## src/rtl/sprite_motion.sv

```systemverilog
// Motion controller for one on-screen sprite: a programmable tick divider and
// a per-tick position update in wrap, clamp, bounce or hold mode.
module sprite_motion #(
    parameter int unsigned HOR_FIELD = 800,
    parameter int unsigned VER_FIELD = 600,
    parameter int unsigned SIZE      = 25,
    parameter int unsigned HOR_W     = 12,
    parameter int unsigned VER_W     = 11,
    parameter int unsigned TICK_DIV  = 1048576,
    parameter int unsigned RESET_HOR = 0,
    parameter int unsigned RESET_VER = 0
) (
    input  logic             clock,
    input  logic             reset,
    input  logic [3:0]       control,
    input  logic [1:0]       mode,
    input  logic [3:0]       speed,
    output logic [HOR_W-1:0] hor_pos,
    output logic [VER_W-1:0] ver_pos,
    output logic             tick,
    output logic [1:0]       hit
);

    localparam int unsigned HMAX  = HOR_FIELD - SIZE;
    localparam int unsigned VMAX  = VER_FIELD - SIZE;
    localparam int unsigned CNT_W = (TICK_DIV > 1) ? $clog2(TICK_DIV) : 1;
    localparam int unsigned HW    = HOR_W + 2;
    localparam int unsigned VW    = VER_W + 2;

    localparam logic [CNT_W-1:0]   CNT_LAST = CNT_W'(TICK_DIV - 1);
    localparam logic signed [HW-1:0] HMAX_S  = HW'(HMAX);
    localparam logic signed [HW-1:0] HMOD_S  = HW'(HMAX + 1);
    localparam logic signed [HW-1:0] H2MAX_S = HW'(2 * HMAX);
    localparam logic signed [VW-1:0] VMAX_S  = VW'(VMAX);
    localparam logic signed [VW-1:0] VMOD_S  = VW'(VMAX + 1);
    localparam logic signed [VW-1:0] V2MAX_S = VW'(2 * VMAX);

    typedef enum logic [1:0] {
        ModeWrap   = 2'd0,
        ModeClamp  = 2'd1,
        ModeBounce = 2'd2,
        ModeHold   = 2'd3
    } mode_e;

    logic [CNT_W-1:0] r_cnt;
    logic             r_tick;
    logic [HOR_W-1:0] r_hor;
    logic [VER_W-1:0] r_ver;
    logic             r_dx;
    logic             r_dy;
    logic [1:0]       r_hit;

    mode_e               w_mode;
    logic                w_h_move, w_h_inc, w_v_move, w_v_inc;
    logic signed [HW-1:0] w_h_cur, w_h_step, w_h_sum;
    logic signed [VW-1:0] w_v_cur, w_v_step, w_v_sum;
    logic                w_h_over, w_h_under, w_v_over, w_v_under;
    logic [HOR_W-1:0]    w_h_next;
    logic [VER_W-1:0]    w_v_next;
    logic                w_h_hit, w_v_hit, w_dx_next, w_dy_next;

    assign w_mode = mode_e'(mode);

    always_ff @(posedge clock) begin
        if (reset) begin
            r_cnt  <= '0;
            r_tick <= 1'b0;
        end else begin
            r_cnt  <= (r_cnt == CNT_LAST) ? '0 : r_cnt + CNT_W'(1);
            r_tick <= (r_cnt == CNT_LAST);
        end
    end

    // control = {up, down, left, right}; opposing pairs cancel.
    always_comb begin
        w_h_move = 1'b0;
        w_h_inc  = 1'b0;
        w_v_move = 1'b0;
        w_v_inc  = 1'b0;
        if (w_mode == ModeBounce) begin
            w_h_move = 1'b1;
            w_h_inc  = r_dx;
            w_v_move = 1'b1;
            w_v_inc  = r_dy;
        end else if (w_mode != ModeHold) begin
            w_h_move = control[0] ^ control[1];
            w_h_inc  = control[0];
            w_v_move = control[3] ^ control[2];
            w_v_inc  = control[2];
        end
    end

    assign w_h_cur  = signed'({2'b00, r_hor});
    assign w_v_cur  = signed'({2'b00, r_ver});
    assign w_h_step = signed'({{(HW - 4){1'b0}}, speed});
    assign w_v_step = signed'({{(VW - 4){1'b0}}, speed});

    assign w_h_sum = !w_h_move ? w_h_cur :
                     (w_h_inc ? w_h_cur + w_h_step : w_h_cur - w_h_step);
    assign w_v_sum = !w_v_move ? w_v_cur :
                     (w_v_inc ? w_v_cur + w_v_step : w_v_cur - w_v_step);

    assign w_h_under = w_h_sum[HW-1];
    assign w_v_under = w_v_sum[VW-1];
    assign w_h_over  = !w_h_under && (w_h_sum > HMAX_S);
    assign w_v_over  = !w_v_under && (w_v_sum > VMAX_S);

    always_comb begin
        w_h_next  = HOR_W'(w_h_sum);
        w_h_hit   = 1'b0;
        w_dx_next = r_dx;
        unique case (w_mode)
            ModeWrap: begin
                if (w_h_under) begin
                    w_h_next = HOR_W'(w_h_sum + HMOD_S);
                end else if (w_h_over) begin
                    w_h_next = HOR_W'(w_h_sum - HMOD_S);
                end
            end
            ModeClamp: begin
                if (w_h_under) begin
                    w_h_next = '0;
                    w_h_hit  = 1'b1;
                end else if (w_h_over) begin
                    w_h_next = HOR_W'(HMAX_S);
                    w_h_hit  = 1'b1;
                end
            end
            ModeBounce: begin
                if (w_h_over) begin
                    w_h_next  = HOR_W'(H2MAX_S - w_h_sum);
                    w_dx_next = ~r_dx;
                    w_h_hit   = 1'b1;
                end else if (w_h_under) begin
                    w_h_next  = HOR_W'(-w_h_sum);
                    w_dx_next = ~r_dx;
                    w_h_hit   = 1'b1;
                end
            end
            ModeHold: begin
                w_h_next = r_hor;
            end
        endcase
    end

    always_comb begin
        w_v_next  = VER_W'(w_v_sum);
        w_v_hit   = 1'b0;
        w_dy_next = r_dy;
        unique case (w_mode)
            ModeWrap: begin
                if (w_v_under) begin
                    w_v_next = VER_W'(w_v_sum + VMOD_S);
                end else if (w_v_over) begin
                    w_v_next = VER_W'(w_v_sum - VMOD_S);
                end
            end
            ModeClamp: begin
                if (w_v_under) begin
                    w_v_next = '0;
                    w_v_hit  = 1'b1;
                end else if (w_v_over) begin
                    w_v_next = VER_W'(VMAX_S);
                    w_v_hit  = 1'b1;
                end
            end
            ModeBounce: begin
                if (w_v_over) begin
                    w_v_next  = VER_W'(V2MAX_S - w_v_sum);
                    w_dy_next = ~r_dy;
                    w_v_hit   = 1'b1;
                end else if (w_v_under) begin
                    w_v_next  = VER_W'(-w_v_sum);
                    w_dy_next = ~r_dy;
                    w_v_hit   = 1'b1;
                end
            end
            ModeHold: begin
                w_v_next = r_ver;
            end
        endcase
    end

    // Reset has priority over a pending tick update.
    always_ff @(posedge clock) begin
        if (reset) begin
            r_hor <= HOR_W'(RESET_HOR);
            r_ver <= VER_W'(RESET_VER);
            r_dx  <= 1'b1;
            r_dy  <= 1'b1;
            r_hit <= 2'b00;
        end else if (r_tick) begin
            r_hor <= w_h_next;
            r_ver <= w_v_next;
            r_dx  <= w_dx_next;
            r_dy  <= w_dy_next;
            r_hit <= {w_h_hit, w_v_hit};
        end else begin
            r_hit <= 2'b00;
        end
    end

    assign hor_pos = r_hor;
    assign ver_pos = r_ver;
    assign tick    = r_tick;
    assign hit     = r_hit;

endmodule

```

## config.mk

```make
export PLATFORM = sky130hd
export DESIGN_NAME = sprite_motion
export DESIGN_NICKNAME = d
export VERILOG_FILES = /design/src/rtl/sprite_motion.sv
export SDC_FILE = /design/constraint.sdc
export NUM_CORES = 1
export LEC_CHECK = 0
export CORE_ASPECT_RATIO = 0.8
export CORE_MARGIN = 1
export CORE_UTILIZATION = 61
export CTS_CLUSTER_DIAMETER = 50
export CTS_CLUSTER_SIZE = 40
export DETAILED_ROUTE_END_ITERATION = 16
export GPL_ROUTABILITY_DRIVEN = 0
export HOLD_SLACK_MARGIN = 0.15
export PLACE_DENSITY = 0.82
export SLEW_MARGIN = 25
export SYNTH_ARGS = -nofsm -noshare
export SYNTH_HDL_FRONTEND = slang
export SYNTH_SLANG_ARGS = --single-unit
```

## constraint.sdc

```tcl
create_clock -name clock -period 6.15 [get_ports clock]
set_clock_uncertainty 0.1 [all_clocks]
set_input_delay 1.23 -clock clock [delete_from_list [all_inputs] [get_ports clock]]
set_output_delay 1.23 -clock clock [all_outputs]
set_load 0.01 [all_outputs]
```

Word-level counts from Yosys, hierarchy flattened
Cells that the tools add are included.
{"block": "totals", "wordCells": 85, "in_bits": 12, "output_inout_bits": 26, "rom_bits": 0, "regBits": 48, "latch_bits": 0, "n_memories": 0, "mem_bits_rw": 0}
{"block": "op_classes", "n_eq_ne": 5, "n_reduce_logical": 12, "shift": 0, "n_addsub": 13, "n_mul": 0, "n_mux": 40, "bitwise": 6, "div": 0, "order_cmp": 2}
{"op": "2-to-1 mux 12 bit", "n": 6}
{"op": "2-to-1 mux 11 bit", "n": 6}
{"op": "one-hot mux 12 bit (3 select lines)", "n": 1}
{"op": "one-hot mux 11 bit (3 select lines)", "n": 1}
{"op": "2-to-1 mux 14 bit", "n": 2}
{"op": "2-to-1 mux 13 bit", "n": 2}
{"op": "adder 20 x 1 -> 20 bit, second input constant", "n": 1}
{"op": "equality test 20 bit, second input constant", "n": 1}
{"op": "2-to-1 mux 1 bit", "n": 20}
{"op": "greater-than comparator 14 x 11 -> 1 bit, second input constant", "n": 1}
{"op": "adder 12 x 4 -> 13 bit", "n": 1}
{"op": "greater-than comparator 13 x 11 -> 1 bit, second input constant", "n": 1}
{"op": "subtractor 12 x 4 -> 13 bit", "n": 1}
{"op": "adder 11 x 4 -> 12 bit", "n": 1}
{"op": "adder 12 x 11 -> 12 bit, second input constant", "n": 1}
{"op": "negation 12 bit", "n": 1}
{"op": "subtractor 11 x 4 -> 12 bit", "n": 1}
{"op": "subtractor 12 x 11 -> 12 bit, second input constant", "n": 1}
{"op": "subtractor 12 bit, first input constant", "n": 1}
{"op": "adder 11 bit, second input constant", "n": 1}
{"op": "negation 11 bit", "n": 1}
{"op": "subtractor 11 bit, first input constant", "n": 1}
{"op": "subtractor 11 bit, second input constant", "n": 1}
{"op": "AND reduction 3 bit", "n": 2}
{"op": "12 further kinds", "n": 22}

Longest topological paths before layout
Gate-level depths: netlist of the first run.
{"block": "logic_depth", "depth_word": 10, "mapped_depth": 18}

Worst setup path after synthesis of the first run
No wires, ideal clock.
{"block": "synth_timing", "path_type": "input-to-reg", "from": "input port speed[2]", "to": "register r_ver[8] (netlist: ver_pos[8])", "path_buffers": 1, "required_ps": 5933, "arrival_time_ps": 4724, "path_slack_ps": 1209, "path_stages": 16, "cell_sequence": "inv_1 > ha_1 > or3b_2 > a32o_2 > o22a_2 > or3_1 > nand2_1 > inv_1 > ha_1 > and4_4 > a31o_4 > a21o_4 > buf_6 > a31oi_1 > o211ai_1 > a32o_1"}
{"block": "synth_via", "elab_chain_len": 8}
{"item": "start: declaration", "line": "17", "text": "input logic [3:0] speed,"}
{"item": "subtractor 11 x 4 -> 12 bit or adder 11 x 4 -> 12 bit (tied branches)", "line": "101", "text": "(w_v_inc ? w_v_cur + w_v_step : w_v_cur - w_v_step);"}
{"item": "2-to-1 mux 13 bit (*)", "line": "101"}
{"item": "2-to-1 mux 13 bit (*)", "line": "100", "text": "assign w_v_sum = !w_v_move ? w_v_cur :"}
{"item": "greater-than comparator 13 x 11 -> 1 bit or logical NOT 1 bit (tied branches)", "line": "106", "text": "assign w_v_over = !w_v_under && (w_v_sum > VMAX_S);"}
{"item": "logical AND 1 bit", "line": "106"}
{"item": "2-to-1 mux 11 bit, on equally long branches", "line": "162, 154"}
{"item": "2-to-1 mux 11 bit, on equally long branches", "line": "159, 152"}
{"item": "one-hot mux 11 bit (3 select lines) (*)", "line": "150", "text": "unique case (w_mode)"}
{"item": "end signal: assignment", "line": "188", "text": "r_ver <= VER_W'(RESET_VER);"}
{"item": "end signal: assignment", "line": "194", "text": "r_ver <= w_v_next;"}
{"item": "end: declaration", "line": "48", "text": "logic [VER_W-1:0] r_ver;"}
Mark *: on every way between the ends. The rest lies on a longest branch, timed or not.
A chain may end at the register's enable or synchronous reset.

Worst setup path in the final report of the first run
{"block": "layout_timing", "from": "input port speed[0]", "to": "register r_ver[6] (netlist: ver_pos[6])"}
The elaborated chain is that of the path after synthesis.

==> impl_metrics.ini, run 1 <==
[worst_hold_path]
hold_end = r_cnt[7]$_SDFF_PP0_
holdCritPathClass = reg2reg
hp-start = r_cnt[7]$_SDFF_PP0_
worstHoldPathCells = 2

[global_route]
grt_pass1_wl_mm = 27.08
grt_max_degree = 35
grt_pass1_vias = 5525
grt_use_total_pct = 37.37
antenna_found_initial = 0
grt_overflow = 0

[worst_setup_path]
reg2reg_slack_ns = 1.54
cp-end-kind = flop
r2r-start = ver_pos[2]$_SDFFE_PP0P_
crit_arrival_ns = 5.72
cp_slowest_cell = clkdlybuf4s50_1
max_stage_delay_ns = 0.55
critical_path_class = in2reg
ff2ff_path_depth = 14
startpoint = speed[0]
cp_cell_sequence = clkdlybuf4s50_1 -> ha_1 -> fa_1 -> or3b_2 -> a32o_2 -> o22a_2 -> or3_1 -> nand2_1 -> inv_1 -> ha_1 -> and4_4 -> a31o_4 -> a21oi_2 -> a21oi_1 -> xnor2_1 -> a2111oi_2
reg2reg_to = ver_pos[6]$_SDFFE_PP0P_
critPathRequiredTime_ns = 6.27
cp_max_fo = 8
start_kind = input pin
crit_family = compound AO/OA/AOI/OAI gates
path_buf_inv = 2
crit_top_cell = ha_1

[synthesis]
synth_flop_cell = dfxtp_1
synth_edf_count = 0
synthDistinctLibCells = 86
async_reset_ff_share_pct = 0
yosys.area.top_type = dfxtp_1
yosysTopAreaCellShare_pct = 18.35
synthTopCellsByCount = nor2_1 (71), nand2_1 (62), dfxtp_1 (48)
synth_area_sq_um = 5236
synthTopCellsByArea = dfxtp_1 (18%), ha_1 (7.6%), nor2_1 (5.1%)
synth-seq-cells = 48
synthesis.nets = 751
syn_inst = 703
yosysMostFrequentCell = nor2_1
yosysWarnings = 0
synth-seq-area-share_pct = 18.35
postSynthAreaPerCell_sq_um = 7.448

[clocking]
htree_levels = 2
cts.sinks = 48
clk_pin_slew_ns = 0.10
post_cts_buffers = 0
cts_buffers = 5
clk_latency_ns = 0.32
tritoncts = yes
cts_resized = 0
cts_buffer_depth = 2
holdBufCountCts = 0
clk_root_buffer_cell = clkbuf_8

[floorplan]
num_io_pins = 38
rows = 29
die_h_microns = 84.87
die_area_sq_um = 8961
chipWidth_microns = 105.6
start_util_pct = 64.42
design.core.area_sq_um = 8128

[placed_design]
hpwlAfterDp_mm = 12.16
dpl_worst_slack_ns = 0.2664
port_buffers = 37

[layout]
syn_to_final_growth_pct = 11.06
drive_gt1_share_pct = 6.685
layout.nets = 765
n_antenna_cell = 0
fin_util_pct = 71.55

[route]
routed_via_density = 7.094
wirelength_mm = 16.34
drt_iter0_drc = 753
drcViolationCount = 0
drt_first_pass_iters = 5
num_vias = 5860
wire_per_inst_microns = 19.79
ant_nets = 0

[timing]
rsz0062_at_grt = no
layout_setup_ws_ns = 0.5459
finalCriticalPeriod_ns = 5.604
fin_crit_sh_pct = 91.12
fmax_mhz = 178.4
max_slew_margin_pct = 29.67
setup_violations = 0
hold_violations = 0
fin_setup_tns_ns = 0
worst_pin_slew_ns = 1.053
slew_violations = 0

[pwr]
total_leakage_power_nw = 2.080
peakVddDrop_mv = 0.09542
power.density_nw_per_um2 = 169.3

[outcome]
status = completed

[flow_run]
max_cap_violations = 0
## kinds of logic after synthesis
group                      share of synthesized area [%]
adders and majority gates                          9.176
muxes                                              1.362
xor gates and xnor gates                           8.363
DFF                                                18.35
and+or+nand+nor                                    25.26
buffers and inverters                              5.663
AOI/OAI and AO/OA                                  31.83
## state kept, by name, summed over array words and instances, names as in the netlist
| signal | flops |
|---|---|
| ver_pos | 11 |
| tick | 1 |
| r_dy | 1 |
| hor_pos | 12 |
| r_cnt | 20 |
| r_dx | 1 |
| hit | 2 |
## where the power goes
group,internal [mW],switching [mW]
combinational,0.131,0.254
clock,0.164,0.120
sequential,0.312,0.00287
total,0.607,0.378
## worst register-to-register path, cell delays in order, from the launching register on
cell	delay, ns
dfxtp_1	0.53
ha_1	0.37
or3b_2	0.46
a32o_2	0.34
o22a_2	0.26
or3_1	0.33
nand2_1	0.19
inv_1	0.16
ha_1	0.29
and4_4	0.17
a31o_4	0.26
a21oi_2	0.37
a21oi_1	0.17
xnor2_1	0.18
a2111oi_2	0.34
## cell type report
| type | count | area, sq um |
|---|---|---|
| multi-input cells | 582 | 4001 |
| fillers | 653 | 2312 |
| flip-flops and latches | 48 | 960.9 |
| repair buffers | 50 | 467.9 |
| well taps | 108 | 135.1 |
| inverters | 30 | 112.6 |
| clock buffers | 5 | 68.82 |
| clock inverters | 3 | 68.82 |
## per-layer routing
| metal | up-vias | track usage [%] | routed length (microns) |
|---|---|---|---|
| li1 | 2674 | - | - |
| met1 | 2737 | 52.38 | 7072 |
| met2 | 385 | 56.46 | 6835 |
| met3 | 64 | 7.066 | 1925 |
| met4 | 0 | 15.28 | 511 |
| met5 | - | 0 | 0 |
## stage by stage
step	std cells	hold WS [ns]	total power, mW	instance area, sq um
after floorplan	703	0.3710	0.6022	5236
after global placement	818	0.3875	0.6783	5664
after detailed placement	818	0.4090	0.6895	5673
after CTS	826	0.4362	0.9695	5811
after global routing	826	0.4785	1.030	5816
final	826	0.4252	0.9848	5816
## cell usage in the layout (no fill, tap or decap), types with 12 or more instances in the layout
cell             count
and3_1              13
nor4_1              12
o21ai_0             32
buf_4               13
nand4_1             13
xnor2_1             28
nand3_1             25
ha_1                32
xor2_1              22
dfxtp_1             48
nor2_1              71
a21oi_1             33
a211oi_1            12
nand2_1             62
a31oi_1             15
nor3_1              16
clkdlybuf4s50_1     37
inv_1               30
## worst max path at each step
stage / endpoint / depth (start not counted)
2_1_floorplan: ver_pos[8]$_SDFFE_PP0P_ / 16
3_3_place_gp: ver_pos[6]$_SDFFE_PP0P_ / 16
3_5_place_dp: ver_pos[6]$_SDFFE_PP0P_ / 16
4_1_cts: ver_pos[6]$_SDFFE_PP0P_ / 16
5_1_grt: ver_pos[6]$_SDFFE_PP0P_ / 16
6_report: ver_pos[6]$_SDFFE_PP0P_ / 16
Note: power is estimated with default switching activity, not from simulation.
==> run 2: changes to the inputs <==
TNS_END_PERCENT = 50   (was default)
==> results of run 2 <==
No change in the layout: final DEF, timing and power equal those of run 1.
==> run 3: changes to the inputs <==
MAX_ROUTING_LAYER = met4   (was default)
==> run 3 against run 2 <==
First-iteration DRC count is 8.0% higher. Routed wire length grew 0.69%. Critical path type unchanged. Final cell count is the same. Setup slack worse by 0.012 ns. Non-clock buffer count unchanged. Clock-buffer cell count stayed put. Critical path depth unchanged. Combinational power about the same. Hold slack about the same. Die area unchanged. Register-to-register slack better by 0.02 ns.
==> impl_metrics.ini, run 3 (same netlist as run 1, synthesis figures left out) <==
[pwr]
power.density_nw_per_um2 = 169.5
power_mw = 0.9855
peakVddDrop_mv = 0.09563
total_leakage_power_nw = 2.080

[global_route]
grt_pass1_vias = 5534
gr-usage-met2_pct = 56.40
grt_max_degree = 35
busiest_layer = met2
use_met1_pct = 52.33
grt_overflow = 0
antenna_found_initial = 0
gr-usage-met3_pct = 7.066
grt_use_total_pct = 38.51
grt_pass1_wl_mm = 27.05

[timing]
finalCriticalPeriod_ns = 5.617
setup_violations = 0
worst_pin_slew_ns = 1.091
hold_violations = 0
max_slew_margin_pct = 27.09
fin_crit_sh_pct = 91.33
layout_setup_ws_ns = 0.5334
slew_violations = 0
fmax_mhz = 178.0
rsz0062_at_grt = no
fin_setup_tns_ns = 0
hold_ws_ns = 0.4251

[placed_design]
port_buffers = 37
dpl_worst_slack_ns = 0.2664
place_inst = 818
hpwlAfterDp_mm = 12.16
place_area_sq_um = 5673

[worst_hold_path]
holdCritPathClass = reg2reg

[layout]
layout.nets = 765
layout_commonest_cell = nor2_1
final_area_sq_um = 5816
syn_to_final_growth_pct = 11.06
largest-register = r_cnt
instances_no_fill = 826
layout_common_cells = nor2_1 (71), nand2_1 (62), dfxtp_1 (48), clkdlybuf4s50_1 (37), a21oi_1 (33)
n_antenna_cell = 0
largest_reg_flops = 20
fin_util_pct = 71.55
drive_gt1_share_pct = 6.685

[floorplan]
die_area_sq_um = 8961
start_util_pct = 64.42
die_h_microns = 84.87
num_io_pins = 38
chipWidth_microns = 105.6
design.core.area_sq_um = 8128
rows = 29

[outcome]
status = completed

[clocking]
holdBufCountCts = 0
cts.sinks = 48
post_cts_buffers = 0
cts_buffer_depth = 2
clk_pin_slew_ns = 0.10
cts_buffers = 5
htree_levels = 2
tritoncts = yes
cts_resized = 0
clk_root_buffer_cell = clkbuf_8
clk_latency_ns = 0.32

[worst_setup_path]
critPathRequiredTime_ns = 6.27
cp_cell_sequence = clkdlybuf4s50_1 -> ha_1 -> fa_1 -> or3b_2 -> a32o_2 -> o22a_2 -> or3_1 -> nand2_1 -> inv_1 -> ha_1 -> and4_4 -> a31o_4 -> a21oi_2 -> a21oi_1 -> xnor2_1 -> a2111oi_2
cp-end-kind = flop
start_kind = input pin
cp_slowest_cell = clkdlybuf4s50_1
path_buf_inv = 2
crit_family = compound AO/OA/AOI/OAI gates
crit_top_cell = ha_1
critical_path_class = in2reg
max_stage_delay_ns = 0.55
crit_arrival_ns = 5.73
cp_max_fo = 8

[route]
num_vias = 5881
wirelength_mm = 16.46
routed_via_density = 7.120
drt_iter0_drc = 813
drt_first_pass_iters = 6
drcViolationCount = 0
ant_nets = 0
wire_per_inst_microns = 19.92

[flow_run]
max_cap_violations = 0
==> run 3: cell counts in the layout (fill, tap and decap cells not counted) <==
No cell type changed its count.
==> run 3: power by group <==
group	leakage, nW	internal [mW]	switching [mW]
clock	0.0687	0.164	0.120
combinational	1.62	0.131	0.255
sequential	0.387	0.312	0.00287
total	2.08	0.607	0.378
==> run 3: worst reg2reg max path, cell delays in order, from the launching register on <==
cell       delay (ns)
dfxtp_1          0.52
ha_1             0.36
or3b_2           0.46
a32o_2           0.34
o22a_2           0.26
or3_1            0.33
nand2_1          0.20
inv_1            0.16
ha_1             0.29
and4_4           0.17
a31o_4           0.26
a21oi_2          0.37
a21oi_1          0.16
xnor2_1          0.18
a2111oi_2        0.34
==> run 3: per-layer routing <==
layer  share of wire (%)  wire (microns)
met1                  42            6964
met2                  42            6913
met3                  12            2056
met4                 3.2             522
met5                   0               0
==> run 3: worst paths after layout <==
| path | slack, ns | from | end | cells past startpoint |
|---|---|---|---|---|
| min reg2reg | 0.43 | r_cnt[7]$_SDFF_PP0_ | r_cnt[7]$_SDFF_PP0_ | 2 |
| max | 0.53 | speed[0] | ver_pos[6]$_SDFFE_PP0P_ | 16 |
| max reg2reg | 1.56 | ver_pos[2]$_SDFFE_PP0P_ | ver_pos[6]$_SDFFE_PP0P_ | 14 |
| min | 0.43 | r_cnt[7]$_SDFF_PP0_ | r_cnt[7]$_SDFF_PP0_ | 2 |
==> run 3: area by class of cell <==
type / count / area (sq um)
clock inverter: 3 / 68.82
clock buffer: 5 / 68.82
inverter: 30 / 112.6
timing repair buffer: 50 / 467.9
tap: 108 / 135.1
fill: 653 / 2312
sequential: 48 / 960.9
multi-input combinational: 582 / 4001
